File: config.mk
export PLATFORM = sky130hd
export DESIGN_NAME = fifo_uart_tx
export DESIGN_NICKNAME = d
export VERILOG_FILES = /design/src/rtl/fifo_uart_pkg.sv /design/src/rtl/uart_baud_counter.sv /design/src/rtl/fifo_uart_tx.sv
export SDC_FILE = /design/constraint.sdc
export NUM_CORES = 1
export LEC_CHECK = 0
export CELL_PAD_IN_SITES_DETAIL_PLACEMENT = 0
export CELL_PAD_IN_SITES_GLOBAL_PLACEMENT = 1
export CORE_ASPECT_RATIO = 1.25
export CORE_MARGIN = 3
export CORE_UTILIZATION = 48
export DETAILED_ROUTE_END_ITERATION = 8
export DONT_BUFFER_PORTS = 1
export GPL_ROUTABILITY_DRIVEN = 0
export PLACE_DENSITY_LB_ADDON = 0.1
export SETUP_SLACK_MARGIN = 0.4
export SLEW_MARGIN = 10
export SYNTH_ARGS = -nofsm -noshare
export SYNTH_HDL_FRONTEND = slang
export SYNTH_SLANG_ARGS = --single-unit
File: constraint.sdc
create_clock -name clk -period 2.4 [get_ports clk]
set_input_delay 0.48 -clock clk [delete_from_list [all_inputs] [get_ports clk]]
set_output_delay 0.48 -clock clk [all_outputs]
set_load 0.02 [all_outputs]
File: src/rtl/fifo_uart_pkg.sv
// Shared definitions for the FIFO-fed UART transmitter.
//   tx_state_e        : transmitter FSM state encoding (3 bits)
//   DefaultClksPerBit : default clocks per serial bit
//   FrameBits         : bits per 8N1 frame (start + 8 data + stop)
package fifo_uart_pkg;

  typedef enum logic [2:0] {
    StIdle  = 3'd0,
    StFetch = 3'd1,
    StLoad  = 3'd2,
    StStart = 3'd3,
    StData  = 3'd4,
    StStop  = 3'd5
  } tx_state_e;

  localparam int unsigned DefaultClksPerBit = 16;
  localparam int unsigned FrameBits         = 10;

endpackage

File: src/rtl/uart_baud_counter.sv
// Bit-period down-counter for the UART transmitter.
//   clk    : clock, rising edge
//   reset  : asynchronous active-low reset (count cleared to 0)
//   load   : reload CLKS_PER_BIT-1 (start of a new bit period)
//   enable : count down towards 0; holds at 0, never wraps
//   tick   : high while the count is 0 (last cycle of the bit period)
module uart_baud_counter #(
  parameter int unsigned CLKS_PER_BIT = 16
) (
  input  logic clk,
  input  logic reset,
  input  logic load,
  input  logic enable,
  output logic tick
);

  localparam logic [15:0] Reload = 16'(CLKS_PER_BIT - 1);

  logic [15:0] cnt_d, cnt_q;

  always_comb begin
    cnt_d = cnt_q;
    if (load) begin
      cnt_d = Reload;
    end else if (enable && (cnt_q != 16'd0)) begin
      cnt_d = cnt_q - 16'd1;
    end
  end

  always_ff @(posedge clk or negedge reset) begin
    if (!reset) begin
      cnt_q <= 16'd0;
    end else begin
      cnt_q <= cnt_d;
    end
  end

  assign tick = (cnt_q == 16'd0);

endmodule

File: src/rtl/fifo_uart_tx.sv
// UART transmitter that pulls bytes from an upstream FIFO and sends them 8N1, LSB first.
//   clk          : clock, rising edge
//   reset        : asynchronous active-low reset
//   empty        : upstream FIFO empty flag
//   full         : upstream FIFO full flag (read-acceptance detection only)
//   write_enable : upstream FIFO write strobe (monitored only)
//   dout         : upstream FIFO registered read data
//   read_enable  : read strobe to the FIFO, high in FETCH
//   tx           : serial line, idle high, registered
//   busy         : high in every state except IDLE
module fifo_uart_tx
  import fifo_uart_pkg::*;
#(
  parameter int unsigned CLKS_PER_BIT = DefaultClksPerBit
) (
  input  logic       clk,
  input  logic       reset,
  input  logic       empty,
  input  logic       full,
  input  logic       write_enable,
  input  logic [7:0] dout,
  output logic       read_enable,
  output logic       tx,
  output logic       busy
);

  localparam logic [2:0] LastBit = 3'(FrameBits - 3);

  tx_state_e  state_d, state_q;
  logic [7:0] shreg_d, shreg_q;
  logic [2:0] bit_idx_d, bit_idx_q;
  logic       tx_d, tx_q;
  logic       read_enable_d, read_enable_q;
  logic       busy_d, busy_q;
  logic       cnt_load, cnt_en, tick;

  uart_baud_counter #(
    .CLKS_PER_BIT(CLKS_PER_BIT)
  ) u_baud (
    .clk   (clk),
    .reset (reset),
    .load  (cnt_load),
    .enable(cnt_en),
    .tick  (tick)
  );

  always_comb begin
    state_d   = state_q;
    shreg_d   = shreg_q;
    bit_idx_d = bit_idx_q;
    cnt_load  = 1'b0;
    cnt_en    = 1'b0;
    unique case (state_q)
      StIdle: begin
        if (!empty) state_d = StFetch;
      end
      StFetch: begin
        // The FIFO gives an unblocked write priority over our read; retry until accepted.
        if (!(write_enable && !full)) state_d = StLoad;
      end
      StLoad: begin
        shreg_d   = dout;
        bit_idx_d = 3'd0;
        cnt_load  = 1'b1;
        state_d   = StStart;
      end
      StStart: begin
        cnt_en = 1'b1;
        if (tick) begin
          cnt_load = 1'b1;
          state_d  = StData;
        end
      end
      StData: begin
        cnt_en = 1'b1;
        if (tick) begin
          cnt_load  = 1'b1;
          shreg_d   = {1'b0, shreg_q[7:1]};
          bit_idx_d = bit_idx_q + 3'd1;
          if (bit_idx_q == LastBit) begin
            bit_idx_d = 3'd0;
            state_d   = StStop;
          end
        end
      end
      StStop: begin
        cnt_en = 1'b1;
        if (tick) state_d = empty ? StIdle : StFetch;
      end
      default: state_d = StIdle;
    endcase
  end

  // Outputs are decoded from the next state so the registered copies line up with state_q.
  always_comb begin
    tx_d          = 1'b1;
    read_enable_d = (state_d == StFetch);
    busy_d        = (state_d != StIdle);
    if (state_d == StStart) begin
      tx_d = 1'b0;
    end else if (state_d == StData) begin
      tx_d = shreg_d[0];
    end
  end

  always_ff @(posedge clk or negedge reset) begin
    if (!reset) begin
      state_q       <= StIdle;
      shreg_q       <= 8'd0;
      bit_idx_q     <= 3'd0;
      tx_q          <= 1'b1;
      read_enable_q <= 1'b0;
      busy_q        <= 1'b0;
    end else begin
      state_q       <= state_d;
      shreg_q       <= shreg_d;
      bit_idx_q     <= bit_idx_d;
      tx_q          <= tx_d;
      read_enable_q <= read_enable_d;
      busy_q        <= busy_d;
    end
  end

  assign tx          = tx_q;
  assign read_enable = read_enable_q;
  assign busy        = busy_q;

endmodule
======== Yosys cells after proc, flatten, opt, wreduce, memory -nomap -nowiden ========
Cells that the tools add are included.
cells by class
  add/subtract/negate cells ............... 2
  multipliers ............................. 0
  div/mod/pow operators ................... 0
  magnitude comparators ................... 0
  equal/unequal tests ..................... 10
  shifts and indexed selects .............. 0
  mux-type cells .......................... 20
  bitwise logic cells ..................... 0
  reductions and logical operators ........ 12
operators with widths
  kind                                                                  count
  16-bit 2-to-1 mux                                                     2
  3-bit 2-to-1 mux                                                      8
  3-bit one-hot mux with 6 select lines                                 1
  16-bit zero test                                                      1
  8-bit one-hot mux with 2 select lines                                 1
  16-bit nonzero test                                                   1
  16-bit by 1-bit subtractor with 16-bit output, second input constant  1
  3-bit == test, second input constant                                  4
  3-bit by 2-bit == test with 1-bit output, second input constant       3
  8-bit 2-to-1 mux                                                      1
  3-bit by 1-bit == test with 1-bit output, second input constant       2
  3-bit one-hot mux with 2 select lines                                 1
  1-bit 2-to-1 mux                                                      5
  2-bit nonzero test                                                    2
  3-bit by 1-bit adder with 3-bit output, second input constant         1
  3-bit zero test                                                       1
  3-bit nonzero test                                                    1
  3-bit OR reduction                                                    1
  1-bit logical AND                                                     2
  2-bit inequality test, second input constant                          1
  1-bit one-hot mux with 2 select lines                                 1
  2-bit AND reduction                                                   1
  2-bit OR reduction                                                    1
  1-bit zero test                                                       1
storage, ports and cells
  register bits ........................... 33
  bits in latches ......................... 0
  bits in writable memories ............... 0
  memory bits (read-only) ................. 0
  input port bits ......................... 13
  logic and storage cells ................. 52
  memories ................................ 0

======== Depth between registers and ports, before layout ========
  word-level depth ........................ 7
  depth in mapped cells ................... 8

======== Modules after synthesis ========
A second synthesis with hierarchy kept.
second synthesis, totals
  cells, all modules ...................... 182
  area total of the unflattened synthesis .. 1759.2 um^2
by module, submodules not included
  module             times used  cells each  area each (um^2)
  uart_baud_counter  1           96          918.4
  fifo_uart_tx       1           86          840.8

======== Worst setup path after synthesis ========
OpenSTA, ideal clock, no wires.
  path type ............................... register -> register
  from .................................... reg u_baud.cnt_q[0]
  to ...................................... reg u_baud.cnt_q[9]
  library setup time ...................... 0.119 ns
  data arrival time ....................... 1.822 ns
  slack ................................... 0.459 ns
  cell stages (with the launch flop) ...... 9
  clock period less this slack ............ 1.941 ns
  path through ............................ dfrtp_1 -> inv_1 -> ha_1 -> or3b_1 -> o41ai_2 -> buf_2 -> nor3_1 -> xnor2_1 -> nor2_1
on the way
  cells in the longest elaborated chain, start to end .. 4
  elaborated cells on any way between the ends .. 9
ends and longest elaborated chain
  element                                                                                                RTL line                 RTL
  from (decl)                                                                                            uart_baud_counter.sv:19  logic [15:0] cnt_d, cnt_q;
  from (signal assigned)                                                                                 uart_baud_counter.sv:34  cnt_q <= cnt_d;
  parallel branches: the longest is 4 deep, another holds 16-bit by 1-bit subtractor with 16-bit output  -
Parallel ways; which one is timed is not known. The select of a mux whose other input is x is not followed.
A chain may end at the register's enable or synchronous reset.

======== Final worst setup path ========
  from .................................... reg u_baud.cnt_q[1]
  to ...................................... reg u_baud.cnt_q[9]
Same word-level chain as after synthesis.

==> parameters.txt <==
Parameter                              Value

Clocking
  Root cell of the clock tree ... sky130_fd_sc_hd__clkbuf_8
  Clock-pin slew on the worst setup and hold paths ... ~70 ps
  TritonCTS buffer count ... 5
  Max H-tree Level ... 2
  Clock network latency to the later pin of the worst-skew pair ... between 200 and 300 ps
  CTS tree ... done
  Clk buf depth ... 2
  Sink Count ... 33

Worst setup path
  Type of the worst setup path ... flip-flop to flip-flop
  Worst setup startpoint ... u_baud.cnt_q[1]
  Arrival time at the worst endpoint ... 2160 ps
  Largest fanout of any net on the critical path ... 6
  Worst Reg2Reg Path Length in Cells ... 8
  Crit path capture type ... flip-flop
  R2r endpoint ... u_baud.cnt_q[9]
  Critical Path Source Type ... flip-flop
  Reg-to-Reg Start ... u_baud.cnt_q[1]
  Data required time at the worst endpoint ... about 2600 ps
  Reg2reg setup slack ... about 410 ps

Power and ir drop
  Power density cells ... 1150 mW/mm2
  Leakage power ... just under 0.9 nW
  Peak VDD IR ... 0.826 mV
  PnR Total Power ... approximately 2.3 mW

Yosys
  Sequential share of the synthesized area ... between 40% and 50%
  Synthesized Nets ... between 200 and 250
  Number of unique standard cell types used by synthesis ... 43
  Syn Inst Count ... 190
  Post-Syn Area per Cell ... 9.20 um2
  Dominant cells by area after synthesis ... sky130_fd_sc_hd__dfrtp_1, sky130_fd_sc_hd__xnor2_1, sky130_fd_sc_hd__nand2_1
  Dominant cell type by area after synthesis ... sky130_fd_sc_hd__dfrtp_1
  Syn Std Cell Area ... 0.00175 mm2
  Portion of synthesized cell area occupied by the leading cell type ... between 40 and 50%
  Number of storage elements in the synthesis netlist ... 33
  Yosys warning count ... 0

STA
  Rel. slew slack ... about 51%
  Final setup vio count ... 0
  Achievable frequency ... slightly above 0.5 GHz
  Number of endpoints with negative hold slack in the final report ... 0
  Final period utilization ... approximately 83%
  RSZ-0062 raised after global routing ... yes
  Setup clock skew after layout ... about 5.6 ps
  Post-route setup TNS ... 0 ps
  Worst Hold Margin ... approximately 16 ps
  Pins Over Slew Limit ... 0
  Minimum period implied by the final worst setup slack ... between 1500 and 2000 ps
  Worst path setup slack after routing ... just over 400 ps
  Transition time at the pin with the least slew margin ... 727 ps

Die
  Die Footprint ... about 0.0044 mm2
  Height of the die ... 73.5 um
  Std-Cell Core Area ... 0.00334 mm2
  Row count ... 23
  Total I/O pin count ... 16
  Chip Width ... ~60 um
  Effective utilization at floorplan ... between 50 and 60%

Route
  Remaining DRCs ... 0
  DRT iter0 DRCs ... 55
  TritonRoute pass-1 iters ... 4
  Total wire length ... around 3800 um
  Number of antenna-violating nets in the routed design ... 0
  Number of vias in the routed layout ... 1,390
  Average via count per standard cell ... approximately 5.8
  DR WL/cell ... around 16 um

Place
  Worst setup timing slack at the placement stage ... approximately 340 ps
  Dpl cells ... 223
  HPWL after detailed placement ... around 2500 um
  Port-buffer cells ... 0

Global route
  Initial antenna violation count ... 0
  Via count of the first global-routing pass ... roughly 1,400
  Wire length of the first global-routing pass ... roughly 6500 um
  Total congestion overflow after global routing ... 0
  Gr usage total ... about 20%
  Pin count of the biggest net entering global routing ... 33

Finish
  Most common cell after layout, fill and taps aside ... sky130_fd_sc_hd__dfrtp_1
  Count of placed standard cells in the final layout, fillers left out ... 240
  Number of diodes added for antenna fixing ... 0
  Post-synthesis to final-layout area growth ... 16.7%
  Layout cell share with drive strength beyond 1 ... about a fifth
  Highest-count cells in the layout ignoring fill and taps ... sky130_fd_sc_hd__dfrtp_1, sky130_fd_sc_hd__nand2_1, sky130_fd_sc_hd__nor2_1, sky130_fd_sc_hd__xnor2_1, sky130_fd_sc_hd__buf_4
  Layout net count ... 219

Run status
  Result of the run ... finished, final reports clean

Worst hold path
  Kind of path behind the tightest hold check ... input port to asynchronous set/reset pin

Run
  Number of maximum-capacitance constraint violations ... 0
[worst max-delay path, stage by stage (launching register included)]
cell,delay (ps)
sky130_fd_sc_hd__dfrtp_1,390
sky130_fd_sc_hd__inv_2,90
sky130_fd_sc_hd__ha_4,130
sky130_fd_sc_hd__or3b_4,400
sky130_fd_sc_hd__o41ai_4,350
sky130_fd_sc_hd__buf_4,200
sky130_fd_sc_hd__nor3_1,60
sky130_fd_sc_hd__xnor2_1,200
sky130_fd_sc_hd__nor2_1,60
[area by class of cell]
cell class	count	area, um2
Clock buffer	7	96.3
Clock inverter	1	5.00
Fill cell	284	1300
Inverter	6	22.5
Multi-Input combinational cell	142	920
Sequential cell	33	828
Tap cell	37	46.3
Timing Repair Buffer	14	121
[repair_timing]
action | CTS | global route
pin swaps | 2 | 7
buffers inserted | 2 | 5
gates cloned | 1 | 0
gates resized for setup | 5 | 12
hold buffers | 1 | 0
setup endpoints to repair | 13 | 23
hold endpoints to repair | 32 | 0
[per-layer routing]
metal	track usage (%)	share of wire, %	wire length, um	vias up
met5	0	0	0	-
met4	9.85	1.7	65	0
met3	4.04	2.8	105	5
met2	31.6	50	1880	21
met1	24.7	46	1720	673
li1	-	-	-	691
[flip-flops by register name, indices dropped and copies added (netlist names)]
signal and cells:
read_enable 1, state_q 3, u_baud.cnt_q 16, tx 1, shreg_q 8, bit_idx_q 3, busy 1
[cell usage after synthesis]
master / instances
sky130_fd_sc_hd__nor3_2: 2
sky130_fd_sc_hd__or4_1: 1
sky130_fd_sc_hd__o21ai_0: 7
sky130_fd_sc_hd__dfstp_2: 1
sky130_fd_sc_hd__nor2b_1: 1
sky130_fd_sc_hd__nor4_1: 6
sky130_fd_sc_hd__nor4_2: 1
sky130_fd_sc_hd__and2_1: 1
sky130_fd_sc_hd__o211ai_1: 4
sky130_fd_sc_hd__nand3_1: 3
sky130_fd_sc_hd__clkbuf_1: 4
sky130_fd_sc_hd__dfrtp_1: 32
sky130_fd_sc_hd__a22o_1: 1
sky130_fd_sc_hd__o31ai_1: 1
sky130_fd_sc_hd__ha_1: 4
sky130_fd_sc_hd__nor3b_1: 2
sky130_fd_sc_hd__nand4_1: 3
sky130_fd_sc_hd__o21ai_1: 4
sky130_fd_sc_hd__and3b_1: 1
sky130_fd_sc_hd__buf_4: 1
sky130_fd_sc_hd__xor2_1: 2
sky130_fd_sc_hd__nand2_1: 27
sky130_fd_sc_hd__or4_4: 1
sky130_fd_sc_hd__inv_1: 6
sky130_fd_sc_hd__or3_1: 3
sky130_fd_sc_hd__o21bai_1: 1
sky130_fd_sc_hd__buf_1: 1
sky130_fd_sc_hd__nand2b_1: 3
sky130_fd_sc_hd__a22oi_1: 6
sky130_fd_sc_hd__or3b_1: 1
sky130_fd_sc_hd__a41o_1: 1
sky130_fd_sc_hd__or2_2: 1
sky130_fd_sc_hd__and3_1: 1
sky130_fd_sc_hd__nor2_1: 21
sky130_fd_sc_hd__and4_1: 1
sky130_fd_sc_hd__xnor2_1: 12
sky130_fd_sc_hd__o41ai_1: 1
sky130_fd_sc_hd__a31oi_1: 1
sky130_fd_sc_hd__nor3_1: 7
sky130_fd_sc_hd__o41ai_2: 1
sky130_fd_sc_hd__a21oi_1: 8
sky130_fd_sc_hd__buf_2: 3
sky130_fd_sc_hd__a21boi_0: 1
[power breakdown]
group / total (mW) / internal (mW) / leakage (nW) / switching, mW
Sequential: 0.974 / 0.759 / 0.404 / 0.215
Clock: 0.459 / 0.259 / 0.0542 / 0.200
Combinational: 0.909 / 0.437 / 0.417 / 0.471
Total: 2.34 / 1.46 / 0.875 / 0.887
[metrics by stage]
stage	instance area (um2)	util, %
finish	2040	61.1
global route	2040	61.1
CTS	1960	58.7
detailed placement	1790	53.6
global placement	1790	53.6
floorplan	1750	-
[worst max-delay path by stage]
stage	to	slack (ps)	cells after the start
after floorplan	u_baud.cnt_q[9]	460	8
after global placement	u_baud.cnt_q[8]	390	8
after detailed placement	u_baud.cnt_q[12]	340	8
after CTS	u_baud.cnt_q[12]	400	8
after global routing	u_baud.cnt_q[8]	290	8
final	u_baud.cnt_q[9]	410	8
[cells by family after synthesis]
family / after synthesis / share of synthesized area, %
xor+xnor: 14 / 7.02
buf+inv: 15 / 3.65
fa+ha+maj: 4 / 2.86
simple gates: 87 / 25.3
flops: 33 / 47.3
compound gates: 37 / 13.9
Power figures use the tool's default switching activity.
